$ cat config.mk
export PLATFORM = sky130hd
export DESIGN_NAME = rs_layer_sequencer_flat
export DESIGN_NICKNAME = d
export VERILOG_FILES = /design/src/rtl/rs_layer_sequencer_if.sv /design/src/rtl/rs_layer_sequencer.sv /design/src/flat_wrapper.sv
export SDC_FILE = /design/constraint.sdc
export NUM_CORES = 2
export LEC_CHECK = 0
export CORE_MARGIN = 1
export CORE_UTILIZATION = 40
export DETAILED_ROUTE_END_ITERATION = 10
export DONT_BUFFER_PORTS = 1
export HOLD_SLACK_MARGIN = 0.03
export PLACE_DENSITY = 0.51
export SYNTH_ARGS = -nofsm -noshare
export SYNTH_HDL_FRONTEND = slang
export SYNTH_SLANG_ARGS = --single-unit
$ cat constraint.sdc
create_clock -name clk -period 31.1 [get_ports clk]
set_clock_uncertainty 0.1 [all_clocks]
set_input_delay 9.33 -clock clk [delete_from_list [all_inputs] [get_ports clk]]
set_output_delay 9.33 -clock clk [all_outputs]
set_load 0.02 [all_outputs]
$ cat src/rtl/rs_layer_sequencer_if.sv
// PE_array / writeback side of the layer sequencer: pass control, bank bases and
// the writeback handshake. The sequencer takes the master modport.
interface rs_layer_sequencer_if #(
  parameter int unsigned ADDR_W = 20,
  parameter int unsigned CNT_W  = 16
);
  logic              begin_layer;
  logic              PE_array_complete;
  logic [ADDR_W-1:0] filter_base;
  logic [ADDR_W-1:0] ifmap_base;
  logic              psum_clear;
  logic [CNT_W-1:0]  oc_idx;
  logic [CNT_W-1:0]  ic_idx;
  logic              wb_req;
  logic              wb_ack;

  modport master (
    output begin_layer, filter_base, ifmap_base, psum_clear, oc_idx, ic_idx, wb_req,
    input  PE_array_complete, wb_ack
  );

  modport slave (
    input  begin_layer, filter_base, ifmap_base, psum_clear, oc_idx, ic_idx, wb_req,
    output PE_array_complete, wb_ack
  );
endinterface

$ cat src/rtl/rs_layer_sequencer.sv
// Layer sequencer for the row-stationary PE array. Tiles output channels into groups
// of p*t and input channels into groups of q*r, issues one pass per (oc, ic) group
// pair and hands each finished output group to writeback.
module rs_layer_sequencer #(
  parameter int unsigned ADDR_W  = 20,
  parameter int unsigned CNT_W   = 16,
  parameter int unsigned TIMEOUT = 4096
) (
  input  logic                clk,
  input  logic                rst,
  input  logic                start,
  input  logic                abort,
  input  logic [CNT_W-1:0]    cfg_M,
  input  logic [CNT_W-1:0]    cfg_C,
  input  logic [7:0]          cfg_H,
  input  logic [7:0]          cfg_W,
  input  logic [4:0]          cfg_R,
  input  logic [3:0]          cfg_S,
  input  logic [4:0]          cfg_p,
  input  logic [4:0]          cfg_r,
  input  logic [4:0]          cfg_t,
  input  logic [2:0]          cfg_q,
  rs_layer_sequencer_if.master pe,
  output logic                busy,
  output logic                done,
  output logic                err,
  output logic [1:0]          err_code
);

  localparam int unsigned TW = $clog2(TIMEOUT) + 1;

  typedef enum logic [2:0] {
    StIdle, StLoad, StIssue, StWait, StWb, StDone, StErr
  } state_e;

  state_e state_q, state_d;

  logic [CNT_W-1:0]  m_q, m_d, c_q, c_d;
  logic [7:0]        h_q, h_d, w_q, w_d;
  logic [4:0]        fr_q, fr_d;
  logic [3:0]        fs_q, fs_d;
  logic [4:0]        p_q, p_d, r_q, r_d, t_q, t_d;
  logic [2:0]        q_q, q_d;
  logic [ADDR_W-1:0] fblk_q, fblk_d, iblk_q, iblk_d;
  logic [ADDR_W-1:0] fbase_q, fbase_d, ibase_q, ibase_d;
  logic [CNT_W-1:0]  oc_idx_q, oc_idx_d, ic_idx_q, ic_idx_d;
  // Channels covered by the groups already finished; replaces a ceil() divider.
  logic [CNT_W-1:0]  oc_ch_q, oc_ch_d, ic_ch_q, ic_ch_d;
  logic [TW-1:0]     tmo_q, tmo_d;
  logic [1:0]        err_code_q, err_code_d;

  logic [9:0]        pt;
  logic [7:0]        qr;
  logic [26:0]       fblk_full;
  logic [23:0]       iblk_full;
  logic [CNT_W:0]    oc_end, ic_end;
  logic              oc_last, ic_last;
  logic              cfg_zero;

  assign pt        = 10'(p_q) * 10'(t_q);
  assign qr        = 8'(q_q) * 8'(r_q);
  assign fblk_full = 27'(pt) * 27'(qr) * 27'(fr_q) * 27'(fs_q);
  assign iblk_full = 24'(qr) * 24'(h_q) * 24'(w_q);

  // A group is the last one once it reaches or passes the configured channel count.
  assign oc_end  = {1'b0, oc_ch_q} + (CNT_W+1)'(pt);
  assign ic_end  = {1'b0, ic_ch_q} + (CNT_W+1)'(qr);
  assign oc_last = oc_end >= {1'b0, m_q};
  assign ic_last = ic_end >= {1'b0, c_q};

  assign cfg_zero = (cfg_M == '0) || (cfg_C == '0) || (cfg_p == '0) || (cfg_t == '0) ||
                    (cfg_q == '0) || (cfg_r == '0);

  // State and datapath registers.
  always_ff @(posedge clk or posedge rst) begin
    if (rst) begin
      state_q    <= StIdle;
      m_q        <= '0;
      c_q        <= '0;
      h_q        <= '0;
      w_q        <= '0;
      fr_q       <= '0;
      fs_q       <= '0;
      p_q        <= '0;
      r_q        <= '0;
      t_q        <= '0;
      q_q        <= '0;
      fblk_q     <= '0;
      iblk_q     <= '0;
      fbase_q    <= '0;
      ibase_q    <= '0;
      oc_idx_q   <= '0;
      ic_idx_q   <= '0;
      oc_ch_q    <= '0;
      ic_ch_q    <= '0;
      tmo_q      <= '0;
      err_code_q <= '0;
    end else begin
      state_q    <= state_d;
      m_q        <= m_d;
      c_q        <= c_d;
      h_q        <= h_d;
      w_q        <= w_d;
      fr_q       <= fr_d;
      fs_q       <= fs_d;
      p_q        <= p_d;
      r_q        <= r_d;
      t_q        <= t_d;
      q_q        <= q_d;
      fblk_q     <= fblk_d;
      iblk_q     <= iblk_d;
      fbase_q    <= fbase_d;
      ibase_q    <= ibase_d;
      oc_idx_q   <= oc_idx_d;
      ic_idx_q   <= ic_idx_d;
      oc_ch_q    <= oc_ch_d;
      ic_ch_q    <= ic_ch_d;
      tmo_q      <= tmo_d;
      err_code_q <= err_code_d;
    end
  end

  // Next-state and datapath updates; abort overrides every state.
  always_comb begin
    state_d    = state_q;
    m_d        = m_q;
    c_d        = c_q;
    h_d        = h_q;
    w_d        = w_q;
    fr_d       = fr_q;
    fs_d       = fs_q;
    p_d        = p_q;
    r_d        = r_q;
    t_d        = t_q;
    q_d        = q_q;
    fblk_d     = fblk_q;
    iblk_d     = iblk_q;
    fbase_d    = fbase_q;
    ibase_d    = ibase_q;
    oc_idx_d   = oc_idx_q;
    ic_idx_d   = ic_idx_q;
    oc_ch_d    = oc_ch_q;
    ic_ch_d    = ic_ch_q;
    tmo_d      = tmo_q;
    err_code_d = err_code_q;

    if (abort) begin
      state_d    = StIdle;
      fbase_d    = '0;
      ibase_d    = '0;
      oc_idx_d   = '0;
      ic_idx_d   = '0;
      oc_ch_d    = '0;
      ic_ch_d    = '0;
      tmo_d      = '0;
      err_code_d = 2'd0;
    end else begin
      unique case (state_q)
        StIdle: begin
          if (start) begin
            m_d  = cfg_M;
            c_d  = cfg_C;
            h_d  = cfg_H;
            w_d  = cfg_W;
            fr_d = cfg_R;
            fs_d = cfg_S;
            p_d  = cfg_p;
            r_d  = cfg_r;
            t_d  = cfg_t;
            q_d  = cfg_q;
            if (cfg_zero) begin
              state_d    = StErr;
              err_code_d = 2'd1;
            end else begin
              state_d = StLoad;
            end
          end
        end
        StLoad: begin
          fblk_d   = ADDR_W'(fblk_full);
          iblk_d   = ADDR_W'(iblk_full);
          fbase_d  = '0;
          ibase_d  = '0;
          oc_idx_d = '0;
          ic_idx_d = '0;
          oc_ch_d  = '0;
          ic_ch_d  = '0;
          state_d  = StIssue;
        end
        StIssue: begin
          // A complete seen here belongs to the previous pass and is dropped.
          tmo_d   = '0;
          state_d = StWait;
        end
        StWait: begin
          tmo_d = tmo_q + 1'b1;
          if (pe.PE_array_complete) begin
            fbase_d = fbase_q + fblk_q;
            if (ic_last) begin
              state_d = StWb;
            end else begin
              ic_idx_d = ic_idx_q + 1'b1;
              ic_ch_d  = ic_end[CNT_W-1:0];
              ibase_d  = ibase_q + iblk_q;
              state_d  = StIssue;
            end
          end else if (tmo_q == TW'(TIMEOUT - 1)) begin
            state_d    = StErr;
            err_code_d = 2'd2;
          end
        end
        StWb: begin
          if (pe.wb_ack) begin
            if (oc_last) begin
              state_d = StDone;
            end else begin
              oc_idx_d = oc_idx_q + 1'b1;
              oc_ch_d  = oc_end[CNT_W-1:0];
              ic_idx_d = '0;
              ic_ch_d  = '0;
              ibase_d  = '0;
              state_d  = StIssue;
            end
          end
        end
        StDone: state_d = StIdle;
        StErr:  state_d = StErr;
        default: state_d = StIdle;
      endcase
    end
  end

  // Outputs decoded from the state register.
  always_comb begin
    pe.begin_layer = (state_q == StIssue);
    pe.wb_req      = (state_q == StWb);
    pe.filter_base = fbase_q;
    pe.ifmap_base  = ibase_q;
    pe.oc_idx      = oc_idx_q;
    pe.ic_idx      = ic_idx_q;
    pe.psum_clear  = ((state_q == StIssue) || (state_q == StWait)) && (ic_idx_q == '0);
    busy           = (state_q == StLoad) || (state_q == StIssue) || (state_q == StWait) ||
                     (state_q == StWb) || (state_q == StDone);
    done           = (state_q == StDone);
    err            = (state_q == StErr);
    err_code       = err_code_q;
  end

endmodule

$ cat src/flat_wrapper.sv
// flat-port wrapper written by rule: the top's interface ports become plain ports
module rs_layer_sequencer_flat 
#(
  parameter int unsigned ADDR_W  = 20,
  parameter int unsigned CNT_W   = 16,
  parameter int unsigned TIMEOUT = 4096
)
  (clk, rst, start, abort, cfg_M, cfg_C, cfg_H, cfg_W, cfg_R, cfg_S, cfg_p, cfg_r, cfg_t, cfg_q, busy, done, err, err_code, pe_begin_layer, pe_filter_base, pe_ifmap_base, pe_psum_clear, pe_oc_idx, pe_ic_idx, pe_wb_req, pe_PE_array_complete, pe_wb_ack);
  rs_layer_sequencer_if #(.ADDR_W(ADDR_W), .CNT_W(CNT_W)) pe_i ();
  input  logic clk;
  input  logic rst;
  input  logic start;
  input  logic abort;
  input  logic [CNT_W-1:0] cfg_M;
  input  logic [CNT_W-1:0] cfg_C;
  input  logic [7:0] cfg_H;
  input  logic [7:0] cfg_W;
  input  logic [4:0] cfg_R;
  input  logic [3:0] cfg_S;
  input  logic [4:0] cfg_p;
  input  logic [4:0] cfg_r;
  input  logic [4:0] cfg_t;
  input  logic [2:0] cfg_q;
  output logic busy;
  output logic done;
  output logic err;
  output logic [1:0] err_code;
  output wire logic [$bits(pe_i.begin_layer)-1:0] pe_begin_layer;
  output wire logic [$bits(pe_i.filter_base)-1:0] pe_filter_base;
  output wire logic [$bits(pe_i.ifmap_base)-1:0] pe_ifmap_base;
  output wire logic [$bits(pe_i.psum_clear)-1:0] pe_psum_clear;
  output wire logic [$bits(pe_i.oc_idx)-1:0] pe_oc_idx;
  output wire logic [$bits(pe_i.ic_idx)-1:0] pe_ic_idx;
  output wire logic [$bits(pe_i.wb_req)-1:0] pe_wb_req;
  input wire logic [$bits(pe_i.PE_array_complete)-1:0] pe_PE_array_complete;
  input wire logic [$bits(pe_i.wb_ack)-1:0] pe_wb_ack;
  assign pe_begin_layer = pe_i.begin_layer;
  assign pe_filter_base = pe_i.filter_base;
  assign pe_ifmap_base = pe_i.ifmap_base;
  assign pe_psum_clear = pe_i.psum_clear;
  assign pe_oc_idx = pe_i.oc_idx;
  assign pe_ic_idx = pe_i.ic_idx;
  assign pe_wb_req = pe_i.wb_req;
  assign pe_i.PE_array_complete = pe_PE_array_complete;
  assign pe_i.wb_ack = pe_wb_ack;
  rs_layer_sequencer #(.ADDR_W(ADDR_W), .CNT_W(CNT_W), .TIMEOUT(TIMEOUT)) u_core (.clk(clk), .rst(rst), .start(start), .abort(abort), .cfg_M(cfg_M), .cfg_C(cfg_C), .cfg_H(cfg_H), .cfg_W(cfg_W), .cfg_R(cfg_R), .cfg_S(cfg_S), .cfg_p(cfg_p), .cfg_r(cfg_r), .cfg_t(cfg_t), .cfg_q(cfg_q), .pe(pe_i), .busy(busy), .done(done), .err(err), .err_code(err_code));
endmodule
==> impl_results.md <==
* CTS sink count at approximately 240
* Worst reg2reg setup slack at between 15000 and 20000 ps
* Die width at 261 um
* Top FF cell, synth: dfrtp_1
* Tmin final at 12850 ps
* RR Endpoint: u_core.fblk_q[19]
* DRT Wirelength at between 60000 and 70000 um
* Full die area at just under 70000 um2
* Mapped Cells at slightly above 3000
* Filler cells at around 6600
* CTS root buf: clkbuf_16
* Most frequent cell after synthesis: nand2_1
* First-pass GRT wire length at 114000 um
* Count of input and output buffers at 0
* DRC viols at 16
* Die Height at approximately 260 um
* CTS HTree Levels at 1
* Cell taking the most area after synthesis: dfrtp_1
* Resize count post-CTS at 0
* Final ANT Viol Nets at 0
* DP Cell Count at between 3000 and 4000
* Worst-Skew Late Latency at between 600 and 700 ps
* Global-route usage over all layers at 0.206
* Failing checks: DRC
* Slowest stage delay, CP at between 600 and 700 ps
* Tightest Pin Transition at 1050 ps
* Kind of critical path: reg2reg
* Critical Path End: u_core.fblk_q[19]
* Post-Syn Nets at between 3000 and 4000
* Nets at 3600
* CTS Buf Count at 31
* Number of DRC markers in iteration 0 at 956
* Routed len/inst at between 15 and 20 um
* Fin crit share at 0.413
* Setup TNS at 0 ps
* R2R cell count at 45
* Setup bufs post-CTS at 0
* Post-synth top area share at 0.220
* I/O Pins at between 150 and 200
* Arr. time, crit path at 13210 ps
* Largest family of logic cells by synthesized area: adder cells
* Largest net degree at the start of global routing at about 100
* Unrepaired setup endpoints after global routing: no
* Initial Utilization at 0.407
* GRT overflow at 0
* Synth Area in XOR/XNOR at 0.0474
* CP max FO at 9
* Crit path launch type: flop
* Post-synth EDFFs at 0
* Synth top area cells: dfrtp_1 22%, fa_1 19%, ha_1 12%
* Layout Cells excl Fill at 3884
* Final hold vios at 0
* Initial antenna violation count at 0
* RePlAce Congestion at 0.869
* Hold-fix buffers at CTS at 0
* Max_slew headroom at 0.293
* Cell Rows at 94
* Dpl hpwl at about 54000 um
* Status: finished with violations
* Most common library cells after synthesis: 431 x nand2_1, 414 x inv_1, 265 x ha_1
* Avg Cell Area, Syn at between 8 and 9 um2
* Vias in the first global route at approximately 21000
* Crit. End Element: flop
* Worst-path clk slew at 60 ps
* Layout cells sized above 1 at 0.0527
* Vias per std cell at between 5 and 6
* Core Region at 66100 um2
* Post-synth cell types at 86
* Worst path required time at about 31000 ps
* Asr flop ratio synth at 1.00
* Critical Path Start: u_core.t_q[2]
* Post-synthesis adder-cell area fraction at 0.316
* R2R Path Start: u_core.t_q[2]
* Synth Area in Compound Gates at 0.133
* Final setup fails at 0
* Hold WC Path Type: reg2reg
* TritonRoute pass-1 iters at 8
* Simple-Gate Fraction of Synth Area at 0.183
* Sequential element share of the synthesized area at 0.220
* Synthesized area at roughly 27000 um2
* Slew Viols, Final at 0
* Max cap viols at 0
* Most used cell, CP: fa_1
* Mux contribution to synthesized area at 0.0254
* Flops & latches, synth at approximately 240
* Yosys warns at 0
* Fmax at just under 0.08 GHz
* Synth-to-layout area growth at 6.78%
* CTS tree: done
* Slowest cell on crit path: xor2_1
* Total number of vias at between 20000 and 25000
* Maximum clock path buffer count at 3
sequential cells by signal, indices dropped and copies added, names as in the netlist, 8 cells and up:
name / cells
u_core.c_q: 16
u_core.pe.ic_idx: 16
u_core.m_q: 16
u_core.tmo_q: 13
u_core.pe.ifmap_base: 20
u_core.ic_ch_q: 16
u_core.pe.oc_idx: 16
u_core.w_q: 8
u_core.h_q: 8
u_core.oc_ch_q: 16
u_core.pe.filter_base: 20
u_core.iblk_q: 20
u_core.fblk_q: 20
area by class of cell:
type                       count  area (um2)  share of cell area
timing repair buffer          20         150             0.00523
antenna                        2        5.00            0.000174
clock buffer                  43         891              0.0310
clock inverter                13         121             0.00423
inverter                     415        1570              0.0545
multi-input combinational   2290       19000               0.661
tap                          864        1080              0.0376
sequential                   237        5930               0.206
layout by cell type, fill, tap and decap left out, drive strengths merged, types with 23 or more instances in the layout:
cell    count
nand2     431
inv       417
ha        265
fa        259
dfrtp     237
o21ai     215
and2      203
a21oi     109
nor2       99
xnor2      92
o31ai      53
mux2       51
nand3      48
a21o       48
xor2       43
clkbuf     43
and3       41
nand2b     28
nor3       27
a31oi      24
nor4       23
critical path, delay by kind of cell, from the launching register on:
kind	cells	cell delay (ps)
AOI/OAI and AO/OA	11	1730
xor gates and xnor gates	4	1320
adders and majority gates	16	7430
buffers and inverters	6	260
DFF	1	420
and+or+nand+nor	8	1420
worst min-delay path by stage:
stage	depth (start not counted)	endpoint	slack [ps]	from
2_1_floorplan	1	u_core.tmo_q[8]	340	u_core.tmo_q[8]
3_3_place_gp	1	u_core.tmo_q[11]	360	u_core.tmo_q[11]
3_5_place_dp	1	u_core.tmo_q[11]	370	u_core.tmo_q[11]
4_1_cts	1	u_core.tmo_q[11]	380	u_core.tmo_q[11]
5_1_grt	1	u_core.tmo_q[6]	400	u_core.tmo_q[6]
6_report	1	u_core.tmo_q[11]	380	u_core.tmo_q[11]
per-layer routing:
metal	vias to the layer above	share of wire	track usage
li1	10000	-	-
met3	68	0.046	0.0299
met5	-	0	0
met4	0	0.017	0.0373
met1	10200	0.47	0.282
met2	327	0.47	0.348
metrics by stage:
step	setup slack, ps	hold WS [ps]	utilization	area (um2)
final	18250	379	0.435	28700
after global routing	17490	399	0.434	28700
after CTS	18220	381	0.434	28700
after detailed placement	18260	372	0.419	27700
after global placement	18490	361	0.419	27700
after floorplan	15170	343	-	26900
cell families (layout without fill, tap and decap cells):
logic type,Yosys count,in the layout
AO/OA/AOI/OAI,568,568
XOR/XNOR,139,139
adder cells (fa/ha/maj),524,524
buffers and inverters,528,491
flip-flops,237,237
multiplexers,62,62
other,0,2
AND/OR/NAND/NOR,997,997
Power is not shown: default switching activity piles up to over one toggle a cycle in this logic, so the estimate is an artifact.
